==> config.mk <==
export PLATFORM = sky130hd
export DESIGN_NAME = alu_arbiter
export DESIGN_NICKNAME = d
export VERILOG_FILES = /design/src/rtl/alu_arbiter.sv
export SDC_FILE = /design/constraint.sdc
export NUM_CORES = 1
export LEC_CHECK = 0
export BUFFER_PORTS_ARGS = -buffer_cell sky130_fd_sc_hd__buf_2
export CAP_MARGIN = 15
export CORE_AREA = 2 2 122 124
export DETAILED_ROUTE_END_ITERATION = 10
export DIE_AREA = 0 0 124 126
export PLACE_DENSITY = 0.72
export SLEW_MARGIN = 20
export SYNTH_ARGS = -nofsm -noshare
export SYNTH_HDL_FRONTEND = slang
export SYNTH_SLANG_ARGS = --single-unit
export TNS_END_PERCENT = 30
==> constraint.sdc <==
create_clock -name clk -period 2.3 [get_ports clk]
set_clock_uncertainty 0.1 [all_clocks]
set_input_delay 0.69 -clock clk [delete_from_list [all_inputs] [get_ports clk]]
set_output_delay 0.69 -clock clk [all_outputs]
set_load 0.02 [all_outputs]
==> src/rtl/alu_arbiter.sv <==
// Round-robin arbiter sharing one ALU between two requesters: latch the winning
// request, drive the ALU for one cycle, then hold the registered result until it is accepted.
module alu_arbiter #(
  parameter int WIDTH = 32
) (
  input  logic             clk,
  input  logic             rst_n,

  input  logic             req0_valid,
  input  logic [2:0]       req0_op,
  input  logic [WIDTH-1:0] req0_a,
  input  logic [WIDTH-1:0] req0_b,
  output logic             req0_ready,
  output logic             rsp0_valid,
  output logic [WIDTH-1:0] rsp0_result,
  output logic             rsp0_zero,
  input  logic             rsp0_ready,

  input  logic             req1_valid,
  input  logic [2:0]       req1_op,
  input  logic [WIDTH-1:0] req1_a,
  input  logic [WIDTH-1:0] req1_b,
  output logic             req1_ready,
  output logic             rsp1_valid,
  output logic [WIDTH-1:0] rsp1_result,
  output logic             rsp1_zero,
  input  logic             rsp1_ready,

  output logic [2:0]       alu_opcode,
  output logic [WIDTH-1:0] alu_operand_1,
  output logic [WIDTH-1:0] alu_operand_2,
  input  logic [WIDTH-1:0] alu_result,
  input  logic             alu_zero,

  output logic [1:0]       dbg_state
);

  // Handshakes: a transfer happens on a rising clk edge where valid and ready
  // are both high. Requesters hold valid and payload stable until then, and
  // never derive valid from ready; ready here is a pure function of state,
  // last_grant and the two valids.

  localparam logic [1:0] ST_IDLE = 2'd0;
  localparam logic [1:0] ST_EXEC = 2'd1;
  localparam logic [1:0] ST_RESP = 2'd2;

  logic [1:0]       state_q,      state_d;
  logic             gnt_id_q,     gnt_id_d;
  logic             last_grant_q, last_grant_d;
  logic [2:0]       op_q,         op_d;
  logic [WIDTH-1:0] a_q,          a_d;
  logic [WIDTH-1:0] b_q,          b_d;
  logic [WIDTH-1:0] result_q,     result_d;
  logic             zero_q,       zero_d;

  logic grant0;
  logic grant1;
  logic is_idle;
  logic is_exec;
  logic is_resp;
  logic rsp_accept;

  assign is_idle = (state_q == ST_IDLE);
  assign is_exec = (state_q == ST_EXEC);
  assign is_resp = (state_q == ST_RESP);

  // On a tie the requester that did not win last time gets the grant.
  always_comb begin
    grant0 = 1'b0;
    grant1 = 1'b0;
    if (req0_valid && req1_valid) begin
      grant0 = last_grant_q;
      grant1 = ~last_grant_q;
    end else begin
      grant0 = req0_valid;
      grant1 = req1_valid;
    end
  end

  assign req0_ready = is_idle & req0_valid & grant0;
  assign req1_ready = is_idle & req1_valid & grant1;

  assign rsp0_valid  = is_resp & ~gnt_id_q;
  assign rsp1_valid  = is_resp &  gnt_id_q;
  assign rsp0_result = result_q;
  assign rsp1_result = result_q;
  assign rsp0_zero   = zero_q;
  assign rsp1_zero   = zero_q;

  assign rsp_accept = gnt_id_q ? rsp1_ready : rsp0_ready;

  assign alu_opcode    = is_exec ? op_q : 3'b000;
  assign alu_operand_1 = is_exec ? a_q  : '0;
  assign alu_operand_2 = is_exec ? b_q  : '0;

  assign dbg_state = state_q;

  always_comb begin
    state_d      = state_q;
    gnt_id_d     = gnt_id_q;
    last_grant_d = last_grant_q;
    op_d         = op_q;
    a_d          = a_q;
    b_d          = b_q;
    result_d     = result_q;
    zero_d       = zero_q;
    case (state_q)
      ST_IDLE: begin
        if (req0_ready) begin
          op_d         = req0_op;
          a_d          = req0_a;
          b_d          = req0_b;
          gnt_id_d     = 1'b0;
          last_grant_d = 1'b0;
          state_d      = ST_EXEC;
        end else if (req1_ready) begin
          op_d         = req1_op;
          a_d          = req1_a;
          b_d          = req1_b;
          gnt_id_d     = 1'b1;
          last_grant_d = 1'b1;
          state_d      = ST_EXEC;
        end
      end
      ST_EXEC: begin
        result_d = alu_result;
        zero_d   = alu_zero;
        state_d  = ST_RESP;
      end
      ST_RESP: begin
        if (rsp_accept) begin
          state_d = ST_IDLE;
        end
      end
      default: begin
        state_d = ST_IDLE;
      end
    endcase
  end

  // last_grant resets to 1 so requester 0 wins the first tie.
  always_ff @(posedge clk or negedge rst_n) begin
    if (!rst_n) begin
      state_q      <= ST_IDLE;
      gnt_id_q     <= 1'b0;
      last_grant_q <= 1'b1;
      op_q         <= 3'b000;
      a_q          <= '0;
      b_q          <= '0;
      result_q     <= '0;
      zero_q       <= 1'b0;
    end else begin
      state_q      <= state_d;
      gnt_id_q     <= gnt_id_d;
      last_grant_q <= last_grant_d;
      op_q         <= op_d;
      a_q          <= a_d;
      b_q          <= b_d;
      result_q     <= result_d;
      zero_q       <= zero_d;
    end
  end

endmodule

* After elaboration in Yosys (flattened, before gate mapping)
Cells that the tools add are included.
** Operators by class
- Equality and inequality tests :: 4
- Muxes and demuxes :: 18
- Bitwise gates (word level) :: 8
- Reductions and logical operators :: 5
** Operators with widths (number)
- 2-to-1 mux 32 bit :: 6
- 2-to-1 mux 3 bit :: 3
- bitwise AND 1 bit :: 6
- 2-to-1 mux 2 bit :: 3
- one-hot mux 2 bit (3 select lines) :: 1
- 2-to-1 mux 1 bit :: 5
- AND reduction 2 bit :: 2
- != test 3 bit (second input constant) :: 1
- == test 2 x 1 -> 1 bit (second input constant) :: 1
- == test 2 bit (second input constant) :: 1
- logical NOT 2 bit :: 1
- != test 2 x 1 -> 1 bit (second input constant) :: 1
- inverter 1 bit :: 2
- nonzero test 2 bit :: 1
- logical AND 1 bit :: 1
** Storage, ports and cells
- Flip-flop bits (word level) :: 104
- Bits of input ports :: 173
- Output and inout bits :: 139

* Longest topological paths before layout
Gate-level depths: netlist of run 1.
- Depth after elaboration :: 6
- Depth in mapped cells :: 7
- Depth with buffers taken out :: 4

* Worst setup path before layout of run 1
Ideal clock, no wire load.
- Path kind :: input to output
- Start point :: input port req1_valid
- End point :: output port req0_ready
- Data arrival time :: 1.372 ns
- Path slack :: 0.138 ns
- Stages :: 6
- Buffers on the path :: 3
- Cell sequence :: nand2b_1 -> buf_2 -> nand3_2 -> inv_2 -> buf_2 -> buf_6
** On the way
- Cells in the longest elaborated chain, start to end :: 3
** RTL lines
- from (decl) :: line 19 : input logic req1_valid,
- logical AND 1 bit :: line 71 : if (req0_valid && req1_valid) begin
- 2-to-1 mux 1 bit :: line 71
- bitwise AND 1 bit :: line 80 : assign req0_ready = is_idle & req0_valid & grant0;
- to (decl) :: line 13 : output logic req0_ready,
Every way passes these cells.

* Final worst setup path of run 1
- Start point :: register state_q[1], in the netlist dbg_state[1]
- End point :: output port alu_operand_2[15]
** On the way
- Cells in the longest elaborated chain, start to end :: 2
** RTL lines
- from (decl) :: line 47 : logic [1:0] state_q, state_d;
- from (signal assigned) :: line 153 : state_q <= state_d;
- == test 2 x 1 -> 1 bit :: line 64 : assign is_exec = (state_q == ST_EXEC);
- 2-to-1 mux 32 bit :: line 94 : assign alu_operand_2 = is_exec ? b_q : '0;
- to (decl) :: line 31 : output logic [WIDTH-1:0] alu_operand_2,
Every way passes these cells.

==> impl_metrics.py, run 1 <==
metrics = {
    "clock_tree": {
        "cts_inserted_buffers": 9,
        "cts-htree-levels": 3,
        "cts_hold_buf": 0,
        "clock_sinks": 104,
        "root_driver": "sky130_fd_sc_hd__clkbuf_16",
        "tritoncts": "yes",
        "max-clock-path-buffers": 2,
        "path_clk_slew_ps": 70,
        "clk-insertion-delay-late_ps": 340,
    },
    "outcome": {
        "outcome": "finished, violations left",
        "violated_checks": "negative setup slack",
    },
    "sta": {
        "setup_tns_ps": -142,
        "layout_min_cycle_time_ps": 2350,
        "fmax_ghz": 0.426,
        "slew_viol_final": 0,
        "hold_violations": 0,
        "tightest_slew_ps": 752,
        "final.setup.worst_slack_ps": -48.6,
        "layout_worst_path_cycle_share_pct": 102,
        "max-slew-margin-rel_pct": 49.8,
        "setup_viol_count_final": 20,
        "grt_setup_unrepaired": "true",
    },
    "place": {
        "globalplace.congestion": 0.770,
        "portBuffers": 311,
        "hpwl_detailed_um": 11900,
        "pre_cts_slack_ps": 104,
    },
    "worst_setup_path": {
        "worstPathRequired_ps": 1510,
        "crit_fanout": 12,
        "timing.reg2reg.worst_path_depth": 6,
        "critPathKind": "reg -> out",
        "crit_end": "alu_operand_2[15]",
        "timing.critical_path.slowest_stage_cell": "sky130_fd_sc_hd__dfrtp_2",
        "critPathCaptureType": "output pin",
        "rrSetupSlack_ps": 230,
        "timing.rr.end": "a_q[12]",
        "cp_arrival_ps": 1560,
        "slowest_delay_ps": 420,
        "r2r_start": "dbg_state[1]",
        "startpoint": "dbg_state[1]",
        "start_kind": "register",
        "timing.critical_path.cells": "nor2b_4 -> buf_6 -> clkbuf_16 -> and2_1 -> buf_4",
    },
    "drt": {
        "wirelength_um": 19000,
        "iteration_0_drc_count_of_the_detailed_router": 374,
        "remaining_drc_errors": 0,
        "ant_nets": 0,
        "vias_per_cell": 5.37,
        "route.vias.total": 5567,
        "drt_pass1_iterations": 4,
        "route.detailed.wl_per_inst_um": 18.3,
    },
    "run": {
        "cap_viol_max_count": 0,
    },
    "synthesis": {
        "synthCells": 586,
        "ys_seq_elements": 104,
        "synth_seq_area_share_pct": 46.3,
        "syn_nets": 759,
        "synth_area_sq_mm": 0.00562,
        "synth.lib_cells_used.distinct": 27,
        "top_cells_by_area_in_the_synthesized_netlist": "sky130_fd_sc_hd__dfrtp_1, sky130_fd_sc_hd__and2_1, sky130_fd_sc_hd__nand4_1",
        "post_synth.cell_area_avg_sq_um": 9.59,
        "synth_top_cell_by_area": "sky130_fd_sc_hd__dfrtp_1",
        "yosys.area.top_type_share_pct": 45.9,
        "synthesis.yosys.warnings": 0,
    },
    "power_and_ir_drop": {
        "switching_power_uw": 5250,
        "power.density_cell_area_mw_per_mm2": 1480,
        "total_leakage_power_uw": 0.00403,
        "power_frac_seq_pct": 27.6,
        "fin_total_pwr_uw": 12100,
        "peakVddDrop_uv": 824,
        "internal_power_uw": 6890,
        "power.share.switching_pct": 43.3,
        "clock_power_share_pct": 13.1,
        "combinationalPowerShare_pct": 59.3,
    },
    "floorplanning": {
        "placement_rows": 44,
        "chipHeight_um": 126,
        "initial_utilization_pct": 39.3,
        "die_area_sq_mm": 0.0156,
        "boundaryPins": 312,
        "core_region_area_sq_mm": 0.0143,
        "dieWidth_um": 124,
    },
    "layout": {
        "final_util_pct": 57.5,
        "synth_to_layout_area_growth_pct": 46.4,
        "top_library_cells_by_usage_in_the_layout_fill_and_taps_aside": "sky130_fd_sc_hd__buf_2, sky130_fd_sc_hd__dfrtp_1, sky130_fd_sc_hd__inv_1",
        "fraction_of_final_layout_cells_with_drive_strength_greater_than_1_pct": 53.3,
        "final_nets": 1019,
        "most_frequent_standard_cell_in_the_layout_excluding_fill_and_tap_cells": "sky130_fd_sc_hd__buf_2",
    },
    "global_route": {
        "number_of_global_route_vias_before_repair": 5397,
        "grt-ovfl-total": 0,
        "aggregate_global_route_resource_usage_pct": 22.2,
        "number_of_antenna_violations_at_the_first_check_in_global_routing": 1,
        "first_pass_grt_wire_length_um": 27200,
        "maximum_number_of_pins_on_one_net_before_global_route_repair": 68,
    },
    "hold_path": {
        "hp-class": "in -> async",
    },
}
==> stage by stage <==
stage | instances | hold WS (ps) | cell area [sq um]
floorplan | 586 | 294 | 5620
global placement | 1002 | 373 | 7130
detailed placement | 1002 | 396 | 7130
CTS | 1024 | 77.4 | 7750
global route | 1035 | 80.7 | 8220
finish | 1036 | 88.3 | 8220
==> kinds of logic (layout without fill, tap and decap cells) <==
| logic type | after synthesis | count (layout) | synth area share [%] |
|---|---|---|---|
| other cells | 0 | 1 | 0 |
| compound gates | 138 | 138 | 17.0 |
| mux | 34 | 34 | 6.81 |
| flops | 104 | 104 | 46.3 |
| buf+inv | 165 | 430 | 13.8 |
| simple gates | 145 | 145 | 16.1 |
==> timing repair <==
| item | 4_1_cts | 5_1_grt |
|---|---|---|
| endpoints found under the setup margin | 67 | 69 |
| pin swaps | 7 | 32 |
| resized for setup | 87 | 99 |
| setup buffers | 4 | 7 |
| cloned | 2 | 4 |
==> worst min-delay path by stage <==
stage | from | to
6_report | rst_n | a_q[14]
5_1_grt | rst_n | a_q[14]
4_1_cts | rst_n | a_q[18]
3_5_place_dp | b_q[14] | b_q[14]
3_3_place_gp | b_q[17] | b_q[17]
2_1_floorplan | rst_n | a_q[0]
==> power groups by stage <==
| stage | sequential [uW] | clock [uW] | combinational, uW |
|---|---|---|---|
| global route | 3480 | 1690 | 7700 |
| CTS | 3320 | 1620 | 6370 |
| floorplan | 3600 | 0 | 3880 |
| global placement | 3320 | 0 | 5720 |
| finish | 3350 | 1590 | 7190 |
| detailed placement | 3370 | 0 | 5780 |
==> cell usage after synthesis, drive strengths merged <==
library cell	instances
buf	48
and2	67
clkbuf	47
nand4	67
nand3	1
nor2b	1
or2	1
nand2	1
o21ai	68
nand2b	2
nor2	4
dfrtp	103
inv	70
o21a	2
dfstp	1
mux2	34
o311ai	67
o21bai	1
and3	1
==> layout make-up <==
cell class / instances / area, sq um
timing repair buffer: 344 / 2420
inverter: 70 / 263
fill: 1231 / 6090
clock inverter: 6 / 75.1
sequential: 104 / 2610
tap: 184 / 230
antenna: 1 / 2.50
multi-input combinational: 317 / 2400
clock buffer: 10 / 229
==> metal layers <==
metal  GRT usage, %  share of wire, %  vias up
li1               -                 -     2595
met1           26.3                38     2676
met2           37.9                50      264
met3           6.39               8.8       32
met4           8.59               2.4        0
met5              0                 0        -
==> worst max-delay path, delay by kind of cell (launching register included) <==
family	cells	cell delay, ps
buf+inv	3	460
flops	1	420
simple gates	2	330
==> state kept, by name (all words and copies together) (netlist names) <==
name          count
a_q              32
b_q              32
dbg_state         2
gnt_id_q          1
last_grant_q      1
op_q              3
rsp0_result      32
rsp0_zero         1
No activity file was read; power rests on OpenSTA's default activity.
==> run 2, diff against run 1 <==
--- a/config.mk
+++ b/config.mk
@@ -5,7 +5,7 @@
 export SDC_FILE = /design/constraint.sdc
 export NUM_CORES = 1
 export LEC_CHECK = 0
-export BUFFER_PORTS_ARGS = -buffer_cell sky130_fd_sc_hd__buf_2
+export BUFFER_PORTS_ARGS = -buffer_cell sky130_fd_sc_hd__buf_4
 export CAP_MARGIN = 15
 export CORE_AREA = 2 2 122 124
 export DETAILED_ROUTE_END_ITERATION = 10
==> impl_metrics.py, run 2 (synthesized netlist as in run 1, its figures left out) <==
metrics = {
    "outcome": {
        "outcome": "finished, violations left",
        "violated_checks": "negative setup slack",
    },
    "power_and_ir_drop": {
        "peakVddDrop_uv": 820,
        "total_leakage_power_uw": 0.00423,
        "power.density_cell_area_mw_per_mm2": 1420,
    },
    "clock_tree": {
        "tritoncts": "yes",
        "max-clock-path-buffers": 2,
        "clock_sinks": 104,
        "cts_hold_buf": 0,
        "cts_inserted_buffers": 9,
        "root_driver": "sky130_fd_sc_hd__clkbuf_16",
        "path_clk_slew_ps": 70,
        "cts-htree-levels": 3,
        "clk-insertion-delay-late_ps": 350,
    },
    "worst_setup_path": {
        "start_kind": "register",
        "startpoint": "dbg_state[1]",
        "timing.critical_path.slowest_stage_cell": "sky130_fd_sc_hd__dfrtp_2",
        "r2r_start": "dbg_state[0]",
        "critical_path_most_common_cell": "sky130_fd_sc_hd__buf_6",
        "cp_arrival_ps": 1540,
        "crit_fanout": 12,
        "timing.rr.end": "a_q[8]",
        "slowest_delay_ps": 420,
        "critPathKind": "reg -> out",
        "critPathCaptureType": "output pin",
        "worstPathRequired_ps": 1510,
        "timing.reg2reg.worst_path_depth": 8,
        "timing.critical_path.cells": "nor2b_4 -> buf_6 -> clkbuf_16 -> and2_1 -> buf_6",
        "rrSetupSlack_ps": 250,
    },
    "place": {
        "portBuffers": 311,
        "placement.cell_area_sq_mm": 0.00789,
        "hpwl_detailed_um": 12700,
        "number_of_placed_cells_counting_well_taps": 1002,
        "globalplace.congestion": 0.798,
    },
    "run": {
        "cap_viol_max_count": 0,
    },
    "drt": {
        "ant_nets": 0,
        "highest_layer": "met4",
        "wl_met3_um": 1840,
        "met2WireLength_um": 9780,
        "vias_per_cell": 5.48,
        "remaining_drc_errors": 0,
        "route.vias.total": 5714,
        "iteration_0_drc_count_of_the_detailed_router": 327,
        "drt_pass1_iterations": 4,
        "route.detailed.wl_per_inst_um": 19.2,
        "met1Wirelength_um": 7880,
        "wirelength_um": 20000,
    },
    "layout": {
        "multiInputGateArea_sq_mm": 0.00235,
        "fillers": 1234,
        "synth_to_layout_area_growth_pct": 56.6,
        "sequential_cell_area_sq_mm": 0.00261,
        "most_frequent_standard_cell_in_the_layout_excluding_fill_and_tap_cells": "sky130_fd_sc_hd__buf_4",
        "top_library_cells_by_usage_in_the_layout_fill_and_taps_aside": "sky130_fd_sc_hd__buf_4, sky130_fd_sc_hd__dfrtp_1, sky130_fd_sc_hd__inv_1, sky130_fd_sc_hd__buf_6, sky130_fd_sc_hd__nand4_1",
        "antenna-diode-count": 0,
        "final_nets": 1027,
        "postLayoutCellArea_sq_mm": 0.00880,
        "final_util_pct": 61.5,
        "fraction_of_final_layout_cells_with_drive_strength_greater_than_1_pct": 51.5,
        "stdcell_count": 1043,
    },
    "floorplanning": {
        "core_region_area_sq_mm": 0.0143,
        "placement_rows": 44,
        "dieWidth_um": 124,
        "chipHeight_um": 126,
        "boundaryPins": 312,
        "initial_utilization_pct": 39.3,
        "die_area_sq_mm": 0.0156,
    },
    "global_route": {
        "aggregate_global_route_resource_usage_pct": 23.1,
        "grt-ovfl-total": 0,
        "first_pass_grt_wire_length_um": 28100,
        "maximum_number_of_pins_on_one_net_before_global_route_repair": 68,
        "number_of_antenna_violations_at_the_first_check_in_global_routing": 1,
        "number_of_global_route_vias_before_repair": 5361,
    },
    "sta": {
        "tightest_slew_ps": 500,
        "setup_viol_count_final": 23,
        "final.setup.worst_slack_ps": -28.8,
        "hold_violations": 0,
        "max-slew-margin-rel_pct": 66.6,
        "slew_viol_final": 0,
        "layout_worst_path_cycle_share_pct": 101,
        "layout_min_cycle_time_ps": 2330,
        "fmax_ghz": 0.429,
        "grt_setup_unrepaired": "true",
    },
    "hold_path": {
        "hp-class": "in -> async",
    },
}
==> run 2: changes by cell type in the layout (fill, tap and decap cells not counted), moves of 2 or more <==
cell	previous run	this run
sky130_fd_sc_hd__buf_4	22	271
sky130_fd_sc_hd__inv_6	2	0
sky130_fd_sc_hd__buf_2	242	0
sky130_fd_sc_hd__clkinv_2	0	4
sky130_fd_sc_hd__clkbuf_16	12	14
sky130_fd_sc_hd__and2_4	50	30
sky130_fd_sc_hd__buf_6	66	69
sky130_fd_sc_hd__and2_1	17	37
==> run 2: through the flow <==
| stage | total power [uW] | hold WS (ps) | worst slack, ps | setup TNS (ps) |
|---|---|---|---|---|
| after global placement | 9780 | 376 | 228 | 0 |
| after global routing | 13200 | 120 | -93.7 | -3330 |
| after detailed placement | 9890 | 384 | 219 | 0 |
| after floorplan | 7480 | 294 | 138 | 0 |
| final | 12400 | 112 | -28.8 | -306 |
| after CTS | 11600 | 110 | -75.4 | -2600 |
==> run 2: power breakdown <==
group | switching (uW) | total, uW | internal [uW]
Clock | 699 | 1430 | 730
Combinational | 4050 | 7660 | 3610
Sequential | 562 | 3360 | 2800
==> run 2: worst max-delay path by stage <==
stage	slack, ps	cells past startpoint	endpoint
after floorplan	140	6	req0_ready
after global placement	230	5	req0_ready
after detailed placement	220	5	req0_ready
after CTS	-80	5	alu_operand_2[11]
after global routing	-90	5	alu_operand_2[1]
final	-30	5	alu_operand_2[1]
==> run 2: worst max-delay path: cells and delay by family, from the launching register on <==
kind          cells  cell delay [ps]
buf+inv           3              450
simple gates      2              310
flops             1              420
==> run 2: metal layers <==
metal	up-vias	track usage, %
li1	2607	-
met1	2773	28.4
met2	294	38.6
met3	40	5.71
met4	0	9.32
met5	-	0
==> run 2: layout make-up <==
| class | count | area share, % |
|---|---|---|
| tap | 184 | 2.62 |
| inverter | 70 | 3.02 |
| multi-input combinational | 317 | 26.8 |
| sequential | 104 | 29.6 |
| clock buffer | 10 | 2.60 |
| clock inverter | 6 | 0.412 |
| timing repair buffer | 352 | 35.0 |
==> run 2: what timing repair did <==
item / 4_1_cts / 5_1_grt
endpoints found under the hold margin: 0 / 0
setup buffers: 6 / 13
pin swaps: 5 / 25
cloned: 1 / 7
gates resized for setup: 28 / 75
setup endpoints to repair: 68 / 69
==> run 3, diff against run 2 <==
==> constraint.sdc (replaced) <==
create_clock -name clk -period 2.3 [get_ports clk]
set_clock_uncertainty 0.1 [all_clocks]
set_input_delay 0.23 -clock clk [delete_from_list [all_inputs] [get_ports clk]]
set_output_delay 0.23 -clock clk [all_outputs]
set_load 0.02 [all_outputs]
==> impl_metrics.py, run 3 (synthesized netlist as in run 1, its figures left out) <==
metrics = {
    "outcome": {
        "outcome": "completed",
    },
    "worst_setup_path": {
        "start_kind": "register",
        "worstPathRequired_ps": 1970,
        "critPathCaptureType": "output pin",
        "cp_arrival_ps": 1620,
        "critPathKind": "reg -> out",
        "crit_fanout": 15,
    },
    "global_route": {
        "aggregate_global_route_resource_usage_pct": 22.8,
        "grt-ovfl-total": 0,
        "maximum_number_of_pins_on_one_net_before_global_route_repair": 69,
        "number_of_antenna_violations_at_the_first_check_in_global_routing": 0,
        "first_pass_grt_wire_length_um": 27600,
        "number_of_global_route_vias_before_repair": 5354,
    },
    "drt": {
        "route.detailed.wl_per_inst_um": 17.9,
        "route.vias.total": 5452,
        "iteration_0_drc_count_of_the_detailed_router": 300,
        "vias_per_cell": 5.29,
        "wirelength_um": 18400,
        "ant_nets": 0,
        "remaining_drc_errors": 0,
        "drt_pass1_iterations": 4,
    },
    "place": {
        "placement.cell_area_sq_mm": 0.00790,
        "portBuffers": 311,
        "globalplace.congestion": 0.819,
        "hpwl_detailed_um": 12600,
    },
    "floorplanning": {
        "chipHeight_um": 126,
        "initial_utilization_pct": 39.3,
        "die_area_sq_mm": 0.0156,
        "core_region_area_sq_mm": 0.0143,
        "placement_rows": 44,
        "boundaryPins": 312,
        "dieWidth_um": 124,
    },
    "sta": {
        "setup_tns_ps": 0,
        "setup_viol_count_final": 0,
        "max-slew-margin-rel_pct": 50.9,
        "hold_violations": 0,
        "layout_min_cycle_time_ps": 1950,
        "tightest_slew_ps": 736,
        "slew_viol_final": 0,
        "fmax_ghz": 0.513,
        "finalHoldWorstSlack_ps": 15.9,
        "layout_worst_path_cycle_share_pct": 84.8,
        "grt_setup_unrepaired": "false",
    },
    "clock_tree": {
        "clock_sinks": 104,
        "cts_hold_buf": 12,
        "post-cts-setup-buffer-count": 0,
        "ctsResizeCount": 0,
        "path_clk_slew_ps": 70,
        "tritoncts": "yes",
        "root_driver": "sky130_fd_sc_hd__clkbuf_16",
        "cts-htree-levels": 3,
        "clk-insertion-delay-late_ps": 350,
        "max-clock-path-buffers": 2,
        "cts_inserted_buffers": 9,
    },
    "layout": {
        "most_frequent_standard_cell_in_the_layout_excluding_fill_and_tap_cells": "sky130_fd_sc_hd__buf_4",
        "antenna-diode-count": 0,
        "top_library_cells_by_usage_in_the_layout_fill_and_taps_aside": "sky130_fd_sc_hd__buf_4, sky130_fd_sc_hd__dfrtp_1, sky130_fd_sc_hd__inv_1",
        "synth_to_layout_area_growth_pct": 48.3,
        "final_nets": 1014,
        "fraction_of_final_layout_cells_with_drive_strength_greater_than_1_pct": 45.5,
        "postLayoutCellArea_sq_mm": 0.00834,
    },
    "power_and_ir_drop": {
        "power.density_cell_area_mw_per_mm2": 1370,
        "total_leakage_power_uw": 0.00403,
        "peakVddDrop_uv": 669,
    },
    "run": {
        "cap_viol_max_count": 0,
    },
    "hold_path": {
        "hp-class": "in -> reg",
    },
}
-- run 3: path summary, 6_finish.rpt --
| kind | start | slack [ps] | to | depth (start not counted) |
|---|---|---|---|---|
| max | last_grant_q | 350 | req0_ready | 4 |
| min | alu_result[31] | 20 | rsp0_result[31] | 2 |
| max reg2reg | dbg_state[1] | 440 | a_q[8] | 4 |
| min reg2reg | b_q[17] | 400 | b_q[17] | 2 |
| max in group asynchronous | rst_n | 1230 | rsp0_result[31] | 3 |
| min in group asynchronous | rst_n | 240 | a_q[14] | 2 |
-- run 3: final cells by class --
type | instances | area (sq um)
multi-input cells | 317 | 2270
well taps | 184 | 230
clock inverters | 6 | 67.6
repair buffers | 339 | 2670
fillers | 1283 | 5980
inverters | 70 | 263
flip-flops and latches | 104 | 2600
clock buffers | 10 | 239
-- run 3: where the power goes --
part | internal [uW] | leakage [uW] | switching, uW
registers | 2800 | 0.00124 | 532
logic | 2830 | 0.00264 | 3670
clock network | 878 | 0.000145 | 699
total | 6510 | 0.00403 | 4900
-- run 3: critical path: stages (launching register included) --
cell,delay (ps)
sky130_fd_sc_hd__dfstp_2,540
sky130_fd_sc_hd__nand2b_2,120
sky130_fd_sc_hd__nand3_2,120
sky130_fd_sc_hd__inv_2,290
sky130_fd_sc_hd__buf_4,210
-- run 3: stage by stage --
step                      instances  worst slack [ps]  total power (uW)  util, %
after detailed placement       1001               438              9910     55.2
after floorplan                 586               638              7480        -
after CTS                      1029               333             11500     58.2
after global placement         1001               511              9790     55.2
final                          1030               351             11400     58.2
after global routing           1030               255             12200     58.2
-- run 3: metal layers --
layer | track usage (%) | wire length [um] | vias up | share of wire [%]
met5 | 0 | 0 | - | 0
met1 | 25.4 | 6960 | 2588 | 38
met3 | 8.11 | 1810 | 37 | 9.8
met4 | 8.72 | 566 | 0 | 3.1
met2 | 39.4 | 9110 | 257 | 49
li1 | - | - | 2570 | -
